<file path="src/rtl/forwarding_hazard_ctrl_pkg.sv">
// Shared definitions for the operand-fetch forwarding/hazard controller:
// forwarding select codes and the per-stage pipeline record.
package forwarding_hazard_ctrl_pkg;

  // Register fields are stored at this width; the top zero-extends narrower addresses.
  localparam int RW_W = 8;

  localparam logic [1:0] SEL_RF = 2'b00;
  localparam logic [1:0] SEL_EX = 2'b01;
  localparam logic [1:0] SEL_DM = 2'b10;
  localparam logic [1:0] SEL_WB = 2'b11;

  typedef struct packed {
    logic            valid;
    logic [RW_W-1:0] rw;
    logic            reg_write;
    logic            is_load;
  } stage_rec_t;

  // r0 is hardwired, so it never produces a forwarding hit.
  function automatic logic stage_hit(input stage_rec_t rec, input logic [RW_W-1:0] addr);
    return rec.valid && rec.reg_write && (rec.rw == addr) && (addr != '0);
  endfunction

endpackage

</file>
<file path="src/rtl/forwarding_hazard_ctrl_operand_forward_select.sv">
// Picks the newest producer of one source operand among EX, DM and WB,
// and flags when that newest producer is a load still sitting in EX.
module operand_forward_select
  import forwarding_hazard_ctrl_pkg::*;
(
  input  logic [RW_W-1:0] addr,
  input  stage_rec_t      ex_rec,
  input  stage_rec_t      dm_rec,
  input  stage_rec_t      wb_rec,
  output logic [1:0]      sel,
  output logic            ex_load_hit
);

  logic ex_hit;
  logic dm_hit;
  logic wb_hit;
  logic unused_load_bits;

  assign ex_hit = stage_hit(ex_rec, addr);
  assign dm_hit = stage_hit(dm_rec, addr);
  assign wb_hit = stage_hit(wb_rec, addr);

  assign ex_load_hit      = ex_hit && ex_rec.is_load;
  assign unused_load_bits = dm_rec.is_load ^ wb_rec.is_load;

  // Younger stages win: EX holds the most recent write to the register.
  always_comb begin
    sel = SEL_RF;
    if (ex_hit) begin
      sel = SEL_EX;
    end else if (dm_hit) begin
      sel = SEL_DM;
    end else if (wb_hit) begin
      sel = SEL_WB;
    end
  end

endmodule

</file>
<file path="src/rtl/forwarding_hazard_ctrl.sv">
// Operand-fetch sequencing for the 5-stage pipeline: tracks in-flight writers,
// drives the forwarding selects, detects load-use stalls and drives write-back.
module forwarding_hazard_ctrl
  import forwarding_hazard_ctrl_pkg::*;
#(
  parameter int AW = 5,
  parameter int CW = 16
) (
  input  logic          clk,
  input  logic          rst_n,
  input  logic          id_valid,
  input  logic [AW-1:0] id_RA,
  input  logic [AW-1:0] id_RB,
  input  logic [AW-1:0] id_RW,
  input  logic          id_uses_imm,
  input  logic          id_reg_write,
  input  logic          id_is_load,
  input  logic          flush,
  output logic [1:0]    mux_sel_A,
  output logic [1:0]    mux_sel_B,
  output logic          imm_sel,
  output logic          stall,
  output logic [AW-1:0] wb_RW,
  output logic          wb_wr_en,
  output logic [CW-1:0] stall_count
);

  stage_rec_t      ex_reg;
  stage_rec_t      dm_reg;
  stage_rec_t      wb_reg;
  stage_rec_t      id_rec;
  logic [CW-1:0]   stall_count_reg;
  logic [RW_W-1:0] src_addr [2];
  logic [1:0]      src_sel [2];
  logic            src_load_hit [2];
  logic            active;

  always_comb begin
    id_rec              = '0;
    id_rec.valid        = id_valid;
    id_rec.rw[AW-1:0]   = id_RW;
    id_rec.reg_write    = id_reg_write;
    id_rec.is_load      = id_is_load;
    src_addr[0]         = '0;
    src_addr[0][AW-1:0] = id_RA;
    src_addr[1]         = '0;
    src_addr[1][AW-1:0] = id_RB;
  end

  // Index 0 resolves RA, index 1 resolves RB.
  genvar gi;
  generate
    for (gi = 0; gi < 2; gi++) begin : g_src
      operand_forward_select u_sel (
        .addr        (src_addr[gi]),
        .ex_rec      (ex_reg),
        .dm_rec      (dm_reg),
        .wb_rec      (wb_reg),
        .sel         (src_sel[gi]),
        .ex_load_hit (src_load_hit[gi])
      );
    end
  endgenerate

  // Reset gates the decode-side outputs so a held reset never shows a stall.
  assign active    = rst_n && id_valid;
  assign mux_sel_A = active ? src_sel[0] : SEL_RF;
  assign mux_sel_B = active ? src_sel[1] : SEL_RF;
  assign imm_sel   = active && id_uses_imm;
  // An immediate B operand only needs RB for store data, which can wait a stage.
  assign stall     = active && !flush &&
                     (src_load_hit[0] || (src_load_hit[1] && !id_uses_imm));

  assign wb_RW       = wb_reg.rw[AW-1:0];
  assign wb_wr_en    = wb_reg.valid && wb_reg.reg_write && (wb_reg.rw != '0);
  assign stall_count = stall_count_reg;

  always_ff @(posedge clk) begin
    if (!rst_n) begin
      ex_reg          <= '0;
      dm_reg          <= '0;
      wb_reg          <= '0;
      stall_count_reg <= '0;
    end else begin
      wb_reg <= dm_reg;
      dm_reg <= ex_reg;
      ex_reg <= (id_valid && !stall && !flush) ? id_rec : '0;
      if (stall && (stall_count_reg != '1)) begin
        stall_count_reg <= stall_count_reg + 1'b1;
      end
    end
  end

endmodule

</file>
<file path="config.mk">
export PLATFORM = sky130hd
export DESIGN_NAME = forwarding_hazard_ctrl
export DESIGN_NICKNAME = d
export VERILOG_FILES = /design/src/rtl/forwarding_hazard_ctrl_pkg.sv /design/src/rtl/forwarding_hazard_ctrl_operand_forward_select.sv /design/src/rtl/forwarding_hazard_ctrl.sv
export SDC_FILE = /design/constraint.sdc
export NUM_CORES = 1
export LEC_CHECK = 0
export BUFFER_PORTS_ARGS = -buffer_cell sky130_fd_sc_hd__buf_2
export CAP_MARGIN = 25
export CORE_AREA = 2 2 87 89
export DETAILED_ROUTE_END_ITERATION = 7
export DIE_AREA = 0 0 89 91
export SYNTH_ARGS = -nofsm -noshare
export SYNTH_HDL_FRONTEND = slang
export SYNTH_SLANG_ARGS = --single-unit
</file>
<file path="constraint.sdc">
create_clock -name clk -period 1.8 [get_ports clk]
set_input_delay 0.09 -clock clk [delete_from_list [all_inputs] [get_ports clk]]
set_output_delay 0.09 -clock clk [all_outputs]
set_load 0.01 [all_outputs]
</file>
**Yosys cells after proc, flatten, opt, wreduce, memory -nomap -nowiden**

Cells that the tools add are included.

- Output and inout port bits: 28
- Register bits: 47
- Memories: 0
- Latch bits: 0
- Bits in writable memories: 0
- Input port bits: 22
- Logic and storage cells: 62
- Bits in read-only memories: 0

- Shift operators: 0
- Add/sub/neg operators: 1
- Divide/modulo/power cells: 0
- Equality and inequality tests: 7
- Magnitude comparators: 0
- Mux-type cells: 8
- Reduce and logical (&&, ||, !) cells: 34
- Bitwise operators: 0
- Multipliers: 0

Operators with widths:

| cell | number |
|---|---|
| 8-bit by 5-bit equality test with 1-bit output | 6 |
| 1-bit logical AND | 26 |
| 8-bit nonzero test | 3 |
| 16-bit by 1-bit adder with 16-bit output, second input constant | 1 |
| 2-bit 2-to-1 mux | 8 |
| 16-bit inequality test, second input constant | 1 |
| 1-bit zero test | 3 |
| 2-bit AND reduction | 1 |
| 1-bit logical OR | 1 |

**Logic depth before layout (Yosys ltp)**

Gate-level depths: netlist of the first run.

- Depth in word-level cells: 11
- Depth in mapped cells: 8

**Cells and area by module**

A second synthesis of the first run with hierarchy kept.

- Cells, all modules: 247
- Area total of the unflattened synthesis: 2280.9 µm²

By module, submodules not included:

| module | area each (µm²) | sequential area each (µm²) | cells an instance | instances |
|---|---|---|---|---|
| forwarding_hazard_ctrl | 1605.3 | 800.8 | 159 | 1 |
| operand_forward_select | 337.8 | 0.0 | 44 | 2 |

**Worst setup path before layout of the first run**

Ideal clock, no wire load.

- Path kind: flip-flop to flip-flop
- Start point: register stall_count_reg[2] (netlist: stall_count[2])
- End point: register stall_count_reg[0] (netlist: stall_count[0])
- Library setup time: 0.072 ns
- Arrival time: 1.738 ns
- Period minus slack after synthesis: 1.809 ns
- Cell stages (with the launch flop): 7
- Setup slack: -0.009 ns
- Data required time: 1.728 ns
- Path through: dfxtp_1 > and3_1 > nand3_1 > o31ai_1 > buf_4 > or3_1 > mux2i_1

- Word-level cells in the longest chain between the ends: 2

RTL lines:

| element | line | text |
|---|---|---|
| start: declaration | forwarding_hazard_ctrl.sv:32 | `logic [CW-1:0] stall_count_reg;` |
| start signal: assignment | forwarding_hazard_ctrl.sv:89 | `stall_count_reg <= stall_count_reg + 1'b1;` |
| 16-bit inequality test | forwarding_hazard_ctrl.sv:88 | `if (stall && (stall_count_reg != '1)) begin` |
| 1-bit logical AND | forwarding_hazard_ctrl.sv:88 |  |

Every way passes these cells.
A chain may end at the register's enable or synchronous reset.

**Worst setup path after layout of the first run**

- Start point: register ex_reg[3] (netlist bit)
- End point: register stall_count_reg[2] (netlist: stall_count[2])

- Word-level cells in the longest chain between the ends: 8
- Elaborated cells between the ends (all ways): 12
- Those cells by class: eq/ne: 2; reduce/logical: 10

RTL lines:

| element | line | text |
|---|---|---|
| start: declaration | forwarding_hazard_ctrl.sv:28 | `stage_rec_t ex_reg;` |
| start signal: assignment | forwarding_hazard_ctrl.sv:87 | `ex_reg <= (id_valid && !stall && !flush) ? id_rec : '0;` |
| 8-bit by 5-bit equality test with 1-bit output | forwarding_hazard_ctrl_pkg.sv:22 | `return rec.valid && rec.reg_write && (rec.rw == addr) && (addr != '0);` |
| 1-bit logical AND (2 in series) | forwarding_hazard_ctrl_pkg.sv:22 |  |
| 1-bit logical AND | forwarding_hazard_ctrl_operand_forward_select.sv:23 | `assign ex_load_hit = ex_hit && ex_rec.is_load;` |
| 1-bit logical AND | forwarding_hazard_ctrl.sv:72 | `(src_load_hit[0] \|\| (src_load_hit[1] && !id_uses_imm));` |
| 1-bit logical OR * | forwarding_hazard_ctrl.sv:72 |  |
| 1-bit logical AND * | forwarding_hazard_ctrl.sv:71 | `assign stall = active && !flush &&` |
| 1-bit logical AND * | forwarding_hazard_ctrl.sv:88 |  |

Every way passes the cells marked *; elsewhere a longest branch is shown, timed or not.

==> impl_metrics.toml, run 1 <==
[sta]
tightest_slew_ps = 583
setup_viol = 10
rsz0062_at_grt = "true"
fmaxAchievable_mhz = 524
fin_ws_ps = -109
finClkSkew_ps = 11.1
relSlewSlack_pct = 61.1
finalHoldViolCount = 0
setup_tns_ps = -571
min_period_ps = 1910
fin_crit_sh_pct = 106
maxSlewViolCount = 0

[floorplan]
pin_count = 50
rows = 31
die_h_um = 91
die_area_sq_um = 8100
fp.dieW_um = 89
initial_core_util_pct = 29.6
core_sq_um = 7140

[clocking]
cts_buffers = 5
clock_path_buffers = 2
clk_latency_ps = 300
root_buffer = "clkbuf_8"
clk_pin_slew_ps = 80
cts_sinks = 38
htree_levels = 2
cts_tree = "yes"

[setup_path]
critPathCapture = "stall_count[2]$_SDFFE_PN0P_"
endpoint_kind = "register"
critPathMaxFanout = 12
critPathRequiredTime_ps = 2020
timing.rr.start = "ex_reg[3]$_SDFF_PN0_"
path_class = "reg2reg"
cp_slowest_cell = "or4_1"
startpoint = "ex_reg[3]$_SDFF_PN0_"
cpPeakStageDelay_ps = 510
worstReg2RegEnd = "stall_count[2]$_SDFFE_PN0P_"
worstSetupPathDepth = 5
path_buf_inv = 0
crit_chain = "xnor2_2, o2111ai_2, o32a_4, or4_1, a21oi_1"
reg2reg_depth = 5
r2r_slack_ps = -110
critical_path.top_delay_family = "compound AO/OA/AOI/OAI gates"
arrival_ps = 2130
startpoint_type = "register"

[final_layout]
n_antenna_cell = 0
utilization_pct = 42.8
nNetsFinal = 336
drive_gt1_share_pct = 46.8
largest_register_ff_count = 16
synthToLayoutAreaGrowth_pct = 44.5
fillers = 715

[synthesis]
synthesis.nets = 256
syn_avg_cell_area_sq_um = 9.07
syn_inst = 233
synth_edf_count = 0
synth_compound_area_share_pct = 11.5
ys_seq_area_share_pct = 36.0
synth_top_family_by_area = "simple AND/OR/NAND/NOR gates"
synth.cell_area_sq_um = 2110
synth-simple-area-share_pct = 30.3
ys_types = 41
synth-xor-area-share_pct = 12.4
synth_adder_area_share_pct = 0.592
ys_ff_latch = 38
synth_warnings = 0
yosys_most_used_dff = "dfxtp_1"
async_reset_ff_share_pct = 0
synth.area.mux_share_pct = 3.32

[route]
vias = 2077
via_per_inst = 5.03
drcViolationCount = 0
wirelength_um = 6140
ant_nets = 0
wl_per_cell_um = 14.9
drtIter0Drc = 82
first_pass_iters = 4

[power]
peakVddDrop_v = 0.000259
power_density_nw_per_um2 = 641
p_leak_nw = 1.20

[global_route]
grt.total_usage_pct = 13.8
antenna_found_initial = 0
grt_max_degree = 36
grt_pass1_vias = 1847
grt_pass1_wl_um = 8720
grt.overflow.total = 0

[placed_design]
gp_congestion = 0.840
hpwl_um = 4260
port_buffers = 49

[worst_hold_path]
whs_path_depth = 2
hold_path.class = "in2reg"

[flow_run]
cap_viol_max_count = 0

[run_status]
status = "complete, but fails checks"
violations = "negative setup slack"
-- Yosys cell counts (6+ instances only) --
cell      instances  area, sq um
dfxtp_1          38          761
xnor2_1          26          228
and2_1           22          138
nand2_1          21         78.8
nand4_1          14         87.6
nand2b_1         10         62.6
nor4_1           10         62.6
a21oi_1           9         45.0
or4_1             8         60.1
mux2i_1           7         70.1
nand3_1           7         35.0
buf_4             6         45.0
-- power by group --
group	internal [mW]	leakage (nW)	switching (mW)	total, mW
Clock	0.556	0.0683	0.339	0.895
Sequential	0.850	0.316	0.0107	0.861
Combinational	0.0968	0.816	0.105	0.202
Total	1.50	1.20	0.455	1.96
-- logic make-up after synthesis --
family | count (synthesis)
AND/OR/NAND/NOR | 111
buffers and inverters | 18
multiplexers | 7
adder cells (fa/ha/maj) | 1
XOR/XNOR | 30
flip-flops | 38
AO/OA/AOI/OAI | 28
-- stage by stage --
step | total power [mW] | cell area (sq um) | hold WS [ps] | setup WS (ps) | instances
finish | 1.96 | 3050 | 2.74 | -109 | 413
global route | 2.01 | 3050 | 10.7 | -167 | 413
CTS | 1.94 | 2870 | 1.35 | -96.6 | 409
detailed placement | 1.04 | 2600 | 297 | -61.5 | 397
global placement | 1.04 | 2600 | 294 | 4.39 | 397
floorplan | 0.961 | 2120 | 212 | 30.5 | 233
-- metal layers --
layer / track usage [%] / wire length, um / part of all wire [%]
met1: 16.9 / 2550 / 42
met2: 23.4 / 3200 / 52
met3: 3.09 / 294 / 4.8
met4: 4.48 / 98 / 1.6
met5: 0 / 0 / 0
-- timing repair --
action	in CTS	in global routing
hold endpoints to repair	4	0
setup buffers	0	2
gates cloned	0	2
pin swaps	2	1
hold buffers	4	0
endpoints found under the setup margin	27	28
gates resized for setup	22	31
-- cell usage in the layout (no fill, tap or decap), drive strengths merged --
cell type / Yosys / routed
xnor2: 26 / 26
and2: 22 / 22
nor3: 3 / 3
dlygate4sd3: 0 / 4
o21a: 1 / 1
nand4: 14 / 14
or3: 4 / 4
nor2: 5 / 5
or2: 2 / 2
ha: 1 / 1
inv: 4 / 4
clkinv: 0 / 1
and3b: 1 / 1
nand3: 7 / 7
a21oi: 9 / 9
or4: 9 / 9
nand2: 21 / 21
nand2b: 10 / 10
nor3b: 1 / 1
o311ai: 3 / 3
o21bai: 1 / 1
mux2i: 7 / 7
clkbuf: 5 / 5
and4: 1 / 1
o41ai: 3 / 3
bufinv: 0 / 2
xor2: 4 / 4
o2111ai: 1 / 1
and3: 1 / 1
dfxtp: 38 / 38
o2111a: 1 / 1
buf: 9 / 81
nor4: 10 / 10
o31ai: 6 / 6
o21ai: 2 / 2
o32a: 1 / 3
-- final cells by class --
cell class | count | area (sq um) | area share [%]
multi-input cells | 179 | 1470 | 48.0
inverters | 4 | 15.0 | 0.492
clock inverters | 3 | 68.8 | 2.25
repair buffers | 85 | 529 | 17.3
well taps | 99 | 124 | 4.06
flip-flops and latches | 38 | 782 | 25.6
clock buffers | 5 | 68.8 | 2.25
-- worst reg2reg max path, cell delays in order (launching register included) --
cell	delay [ps]
dfxtp_2	360
xnor2_2	190
o2111ai_2	260
o32a_4	360
or4_1	510
a21oi_1	150
-- how the worst min path moves through the flow --
stage,start,to
6_report,id_RW[1],ex_reg[3]$_SDFF_PN0_
5_1_grt,id_RW[1],ex_reg[3]$_SDFF_PN0_
4_1_cts,id_is_load,ex_reg[0]$_SDFF_PN0_
3_5_place_dp,id_RW[0],ex_reg[2]$_SDFF_PN0_
3_3_place_gp,id_RW[4],ex_reg[6]$_SDFF_PN0_
2_1_floorplan,id_is_load,ex_reg[0]$_SDFF_PN0_
(Power assumes the default switching activity.)
==> run 2: changes to the inputs <==
ABC_AREA = 1   (was not set)
CORE_AREA = 2 2 93 95   (was 2 2 87 89)
DIE_AREA = 0 0 95 97   (was 0 0 89 91)
==> impl_metrics.toml, run 2 <==
[run_status]
status = "finished, final reports clean"

[clocking]
clock_path_buffers = 2
root_buffer = "clkbuf_8"
htree_levels = 2
cts_sinks = 38
cts_tree = "yes"
clk_latency_ps = 310
clk_pin_slew_ps = 70
cts_buffers = 5

[sta]
finClkSkew_ps = 12.8
fin_ws_ps = 58.8
setup_tns_ps = 0
fin_crit_sh_pct = 96.7
maxSlewViolCount = 0
setup_viol = 0
fmaxAchievable_mhz = 574
finalHoldViolCount = 0
relSlewSlack_pct = 69.4
min_period_ps = 1740
tightest_slew_ps = 458

[route]
ant_nets = 0
first_pass_iters = 4
wl_per_cell_um = 11.5
vias = 2413
drtIter0Drc = 96
drcViolationCount = 0
via_per_inst = 4.44
wirelength_um = 6240

[flow_run]
cap_viol_max_count = 0

[global_route]
grt.total_usage_pct = 14.0
grt_pass1_wl_um = 10300
antenna_found_initial = 0
grt_pass1_vias = 2344
grt.overflow.total = 0
grt_max_degree = 31

[synthesis]
synthesis.nets = 405
synth.most_common_cell = "nand2_1"
synth_top_cell_area_share_pct = 31.6
synth_edf_count = 0
syn_avg_cell_area_sq_um = 6.31
ys_ff_latch = 38
synth.area.top_cells = "dfxtp_1 32%, nand2_1 16%, inv_1 12%"
async_reset_ff_share_pct = 0
ys_types = 37
synth_warnings = 0
ys_seq_area_share_pct = 31.6
synth.cell_area_sq_um = 2410
syn_inst = 382
yosys_most_used_dff = "dfxtp_1"
yosysTopAreaCell = "dfxtp_1"
synth_common_cells = "102 x nand2_1, 78 x inv_1, 54 x nor2_1"

[worst_hold_path]
hold_path.class = "in2reg"

[placed_design]
placed_cell_area_sq_um = 2750
pre_cts_ws_ps = 146
hpwl_um = 4690
gp_congestion = 0.884
place_inst = 530
port_buffers = 49

[floorplan]
die_h_um = 97
initial_core_util_pct = 29.6
rows = 33
die_area_sq_um = 9220
fp.dieW_um = 95
pin_count = 50
core_sq_um = 8130

[final_layout]
drive_gt1_share_pct = 24.4
n_antenna_cell = 0
final_common_cell = "nand2_1"
layout_common_cells = "102 x nand2_1, 78 x inv_1, 53 x nor2_1"
synthToLayoutAreaGrowth_pct = 24.4
fillers = 886
final_cells = 544
fin_area_sq_um = 3000
largest_register_ff_count = 16
nNetsFinal = 461

[setup_path]
endpoint_kind = "output pin"
path_class = "reg2out"
critPathMaxFanout = 5
arrival_ps = 1650
critPathRequiredTime_ps = 1710
startpoint_type = "register"

[power]
switchingPower_mw = 0.452
p_clk_share_pct = 46.4
total_power_mw = 1.92
power_density_nw_per_um2 = 642
intPower_mw = 1.47
swShare_pct = 23.5
p_comb_share_pct = 8.9
p_leak_nw = 1.61
power_frac_seq_pct = 44.7
peakVddDrop_v = 0.000242
run 2: cell types whose count changed after synthesis, sizes merged, moves of 9 or more:
cell / previous run / this run
and2: 22 / 0
nand2: 21 / 106
inv: 4 / 83
or4: 9 / 0
xnor2: 26 / 10
nand2b: 10 / 0
nand3: 7 / 17
nor2: 5 / 61
nor4: 10 / 1
run 2: through the flow:
step / utilization, % / hold slack (ps)
final: 36.9 / 4.19
after global routing: 36.9 / 7.45
after CTS: 35.8 / 3.49
after detailed placement: 33.8 / 311
after global placement: 33.8 / 310
after floorplan: - / 202
run 2: power groups by stage:
stage	registers [mW]	clock network (mW)	logic (mW)
after global placement	0.878	0	0.155
after detailed placement	0.879	0	0.155
after global routing	0.861	0.935	0.191
after floorplan	0.876	0	0.0987
after CTS	0.859	0.912	0.161
final	0.859	0.894	0.172
run 2: area by class of cell:
cell class	count	area, sq um	area share, %
Multi-Input combinational cell	251	1320	44.1
Sequential cell	38	769	25.7
Timing Repair Buffer	59	325	10.9
Inverter	83	312	10.4
Tap cell	105	131	4.38
Clock buffer	5	68.8	2.30
Clock inverter	3	68.8	2.30
run 2: cell families (layout without fill, tap and decap cells):
group	Yosys count	after routing	synth area share (%)
xor gates and xnor gates	16	16	5.81
buffers and inverters	93	150	15.8
AOI/OAI and AO/OA	24	24	6.23
DFF	38	38	31.6
adders and majority gates	1	1	0.519
and+or+nand+nor	210	210	40.0
run 2: what timing repair did:
item                                   4_1_cts  5_1_grt
buffers inserted                             0        4
endpoints found under the hold margin        2        0
gates resized for setup                      2       15
hold buffers                                 2        0
pin swaps                                    0        4
setup endpoints to repair                    2       14
run 2: final timing paths:
kind | from | endpoint | slack (ps) | cells past startpoint
min | id_RW[4] | ex_reg[6]$_SDFF_PN0_ | 4 | 3
max | ex_reg[6]$_SDFF_PN0_ | stall | 60 | 8
max reg2reg | ex_reg[6]$_SDFF_PN0_ | stall_count[0]$_SDFFE_PN0P_ | 160 | 10
min reg2reg | dm_reg[1]$_SDFF_PN0_ | wb_reg[1]$_SDFF_PN0_ | 430 | 2
run 2: per-layer routing:
layer,wire (um),track usage [%]
met5,0,0
met4,123,5.69
met3,305,3.19
met2,2910,22.8
met1,2890,17.6
run 2: critical path: stages, from the launching register on:
cell and delay, ps:
dfxtp_2 360, xnor2_2 200, nand2_1 110, nor2_2 180, nand3_2 120, nand2_4 120, nand3_4 90, inv_2 70
buf_2 120
==> run 3: changes to the inputs <==
RECOVER_POWER = 50   (was not set)
==> impl_metrics.toml, run 3 (synthesis gave the netlist of run 2 again) <==
[sta]
setup_viol = 0
relSlewSlack_pct = 69.3
fin_ws_ps = 58.4
fin_crit_sh_pct = 96.8
setup_tns_ps = 0
whs_ps = 4.19
finClkSkew_ps = 12.8
fmaxAchievable_mhz = 574
min_period_ps = 1740
finalHoldViolCount = 0
maxSlewViolCount = 0
tightest_slew_ps = 458

[final_layout]
multi_input_area_sq_um = 1320
final_cells = 544
drive_gt1_share_pct = 21.6
largest_register_ff_count = 16
seq_area_sq_um = 769
synthToLayoutAreaGrowth_pct = 23.8
final_common_cell = "nand2_1"
n_antenna_cell = 0
layout_common_cells = "102 x nand2_1, 78 x inv_1, 53 x nor2_1"
nNetsFinal = 461
fillers = 885

[global_route]
grt_pass1_wl_um = 10300
antenna_found_initial = 0
grt_max_degree = 31
grt_pass1_vias = 2344
grt.total_usage_pct = 14.0
grt.overflow.total = 0

[clocking]
clk_pin_slew_ps = 70
root_buffer = "clkbuf_8"
htree_levels = 2
cts_tree = "yes"
cts_sinks = 38
clock_path_buffers = 2
cts_buffers = 5
clk_latency_ps = 310

[worst_hold_path]
hold_path.class = "in2reg"
whs_path_depth = 3

[power]
p_comb_share_pct = 8.9
swShare_pct = 23.5
power_frac_seq_pct = 44.7
p_leak_nw = 1.56
peakVddDrop_v = 0.000242
switchingPower_mw = 0.452
total_power_mw = 1.92
p_clk_share_pct = 46.4
power_density_nw_per_um2 = 645
intPower_mw = 1.47

[route]
drcViolationCount = 0
wl_per_cell_um = 11.4
vias = 2413
first_pass_iters = 4
via_per_inst = 4.44
ant_nets = 0
wirelength_um = 6220
drtIter0Drc = 96

[setup_path]
critPathMaxFanout = 5
endpoint_kind = "output pin"
critPathRequiredTime_ps = 1710
arrival_ps = 1650
reg2reg_depth = 10
path_class = "reg2out"
startpoint_type = "register"

[floorplan]
die_area_sq_um = 9220
pin_count = 50
fp.dieW_um = 95
die_h_um = 97
initial_core_util_pct = 29.6
core_sq_um = 8130
rows = 33

[flow_run]
cap_viol_max_count = 0

[placed_design]
pre_cts_ws_ps = 146
port_buffers = 49
hpwl_um = 4690
gp_congestion = 0.884
place_inst = 530

[run_status]
status = "finished, final reports clean"
==> run 3: through the flow <==
step                      utilization (%)  cell area [sq um]
after global placement               33.8               2750
after floorplan                         -               2410
final                                36.7               2980
after CTS                            35.8               2910
after global routing                 36.7               2980
after detailed placement             33.8               2750
==> run 3: power by group through the flow <==
stage,Sequential [mW],Clock [mW],Combinational [mW]
2_1_floorplan,0.876,0,0.0987
6_report,0.859,0.894,0.171
5_1_grt,0.861,0.935,0.191
3_5_place_dp,0.879,0,0.155
3_3_place_gp,0.878,0,0.155
4_1_cts,0.859,0.912,0.161
==> run 3: layout make-up <==
| cell class | instances | share of cell area [%] |
|---|---|---|
| inverter | 83 | 10.4 |
| tap | 105 | 4.40 |
| clock inverter | 3 | 2.31 |
| timing repair buffer | 59 | 10.4 |
| sequential | 38 | 25.8 |
| multi-input combinational | 251 | 44.3 |
| clock buffer | 5 | 2.31 |
==> run 3: per-layer routing <==
| metal | vias up | wire length, um | global-route usage, % | part of all wire, % |
|---|---|---|---|---|
| li1 | 1267 | - | - | - |
| met1 | 1083 | 2890 | 17.6 | 46 |
| met2 | 52 | 2900 | 22.8 | 47 |
| met3 | 11 | 304 | 3.19 | 4.9 |
| met4 | 0 | 123 | 5.69 | 2.0 |
| met5 | - | 0 | 0 | 0 |
==> run 3: what timing repair did <==
action / in CTS / in global routing
pin swaps: 0 / 4
gates resized for setup: 2 / 15
gates cloned: 0 / 0
setup buffers: 0 / 4
hold buffers: 2 / 0
endpoints found under the setup margin: 2 / 14
endpoints found under the hold margin: 2 / 0
==> run 3: critical path: stages (launching register included) <==
cell     delay [ps]
dfxtp_2         360
xnor2_2         200
nand2_1         110
nor2_2          180
nand3_2         120
nand2_4         120
nand3_4          90
inv_2            70
buf_2           120
==> run 3: worst paths after layout <==
check / from / endpoint / slack (ps)
setup / recovery: ex_reg[6]$_SDFF_PN0_ / stall / 60
hold reg to reg: dm_reg[1]$_SDFF_PN0_ / wb_reg[1]$_SDFF_PN0_ / 430
hold / removal: id_RW[4] / ex_reg[6]$_SDFF_PN0_ / 4
setup reg to reg: ex_reg[6]$_SDFF_PN0_ / stall_count[0]$_SDFFE_PN0P_ / 160
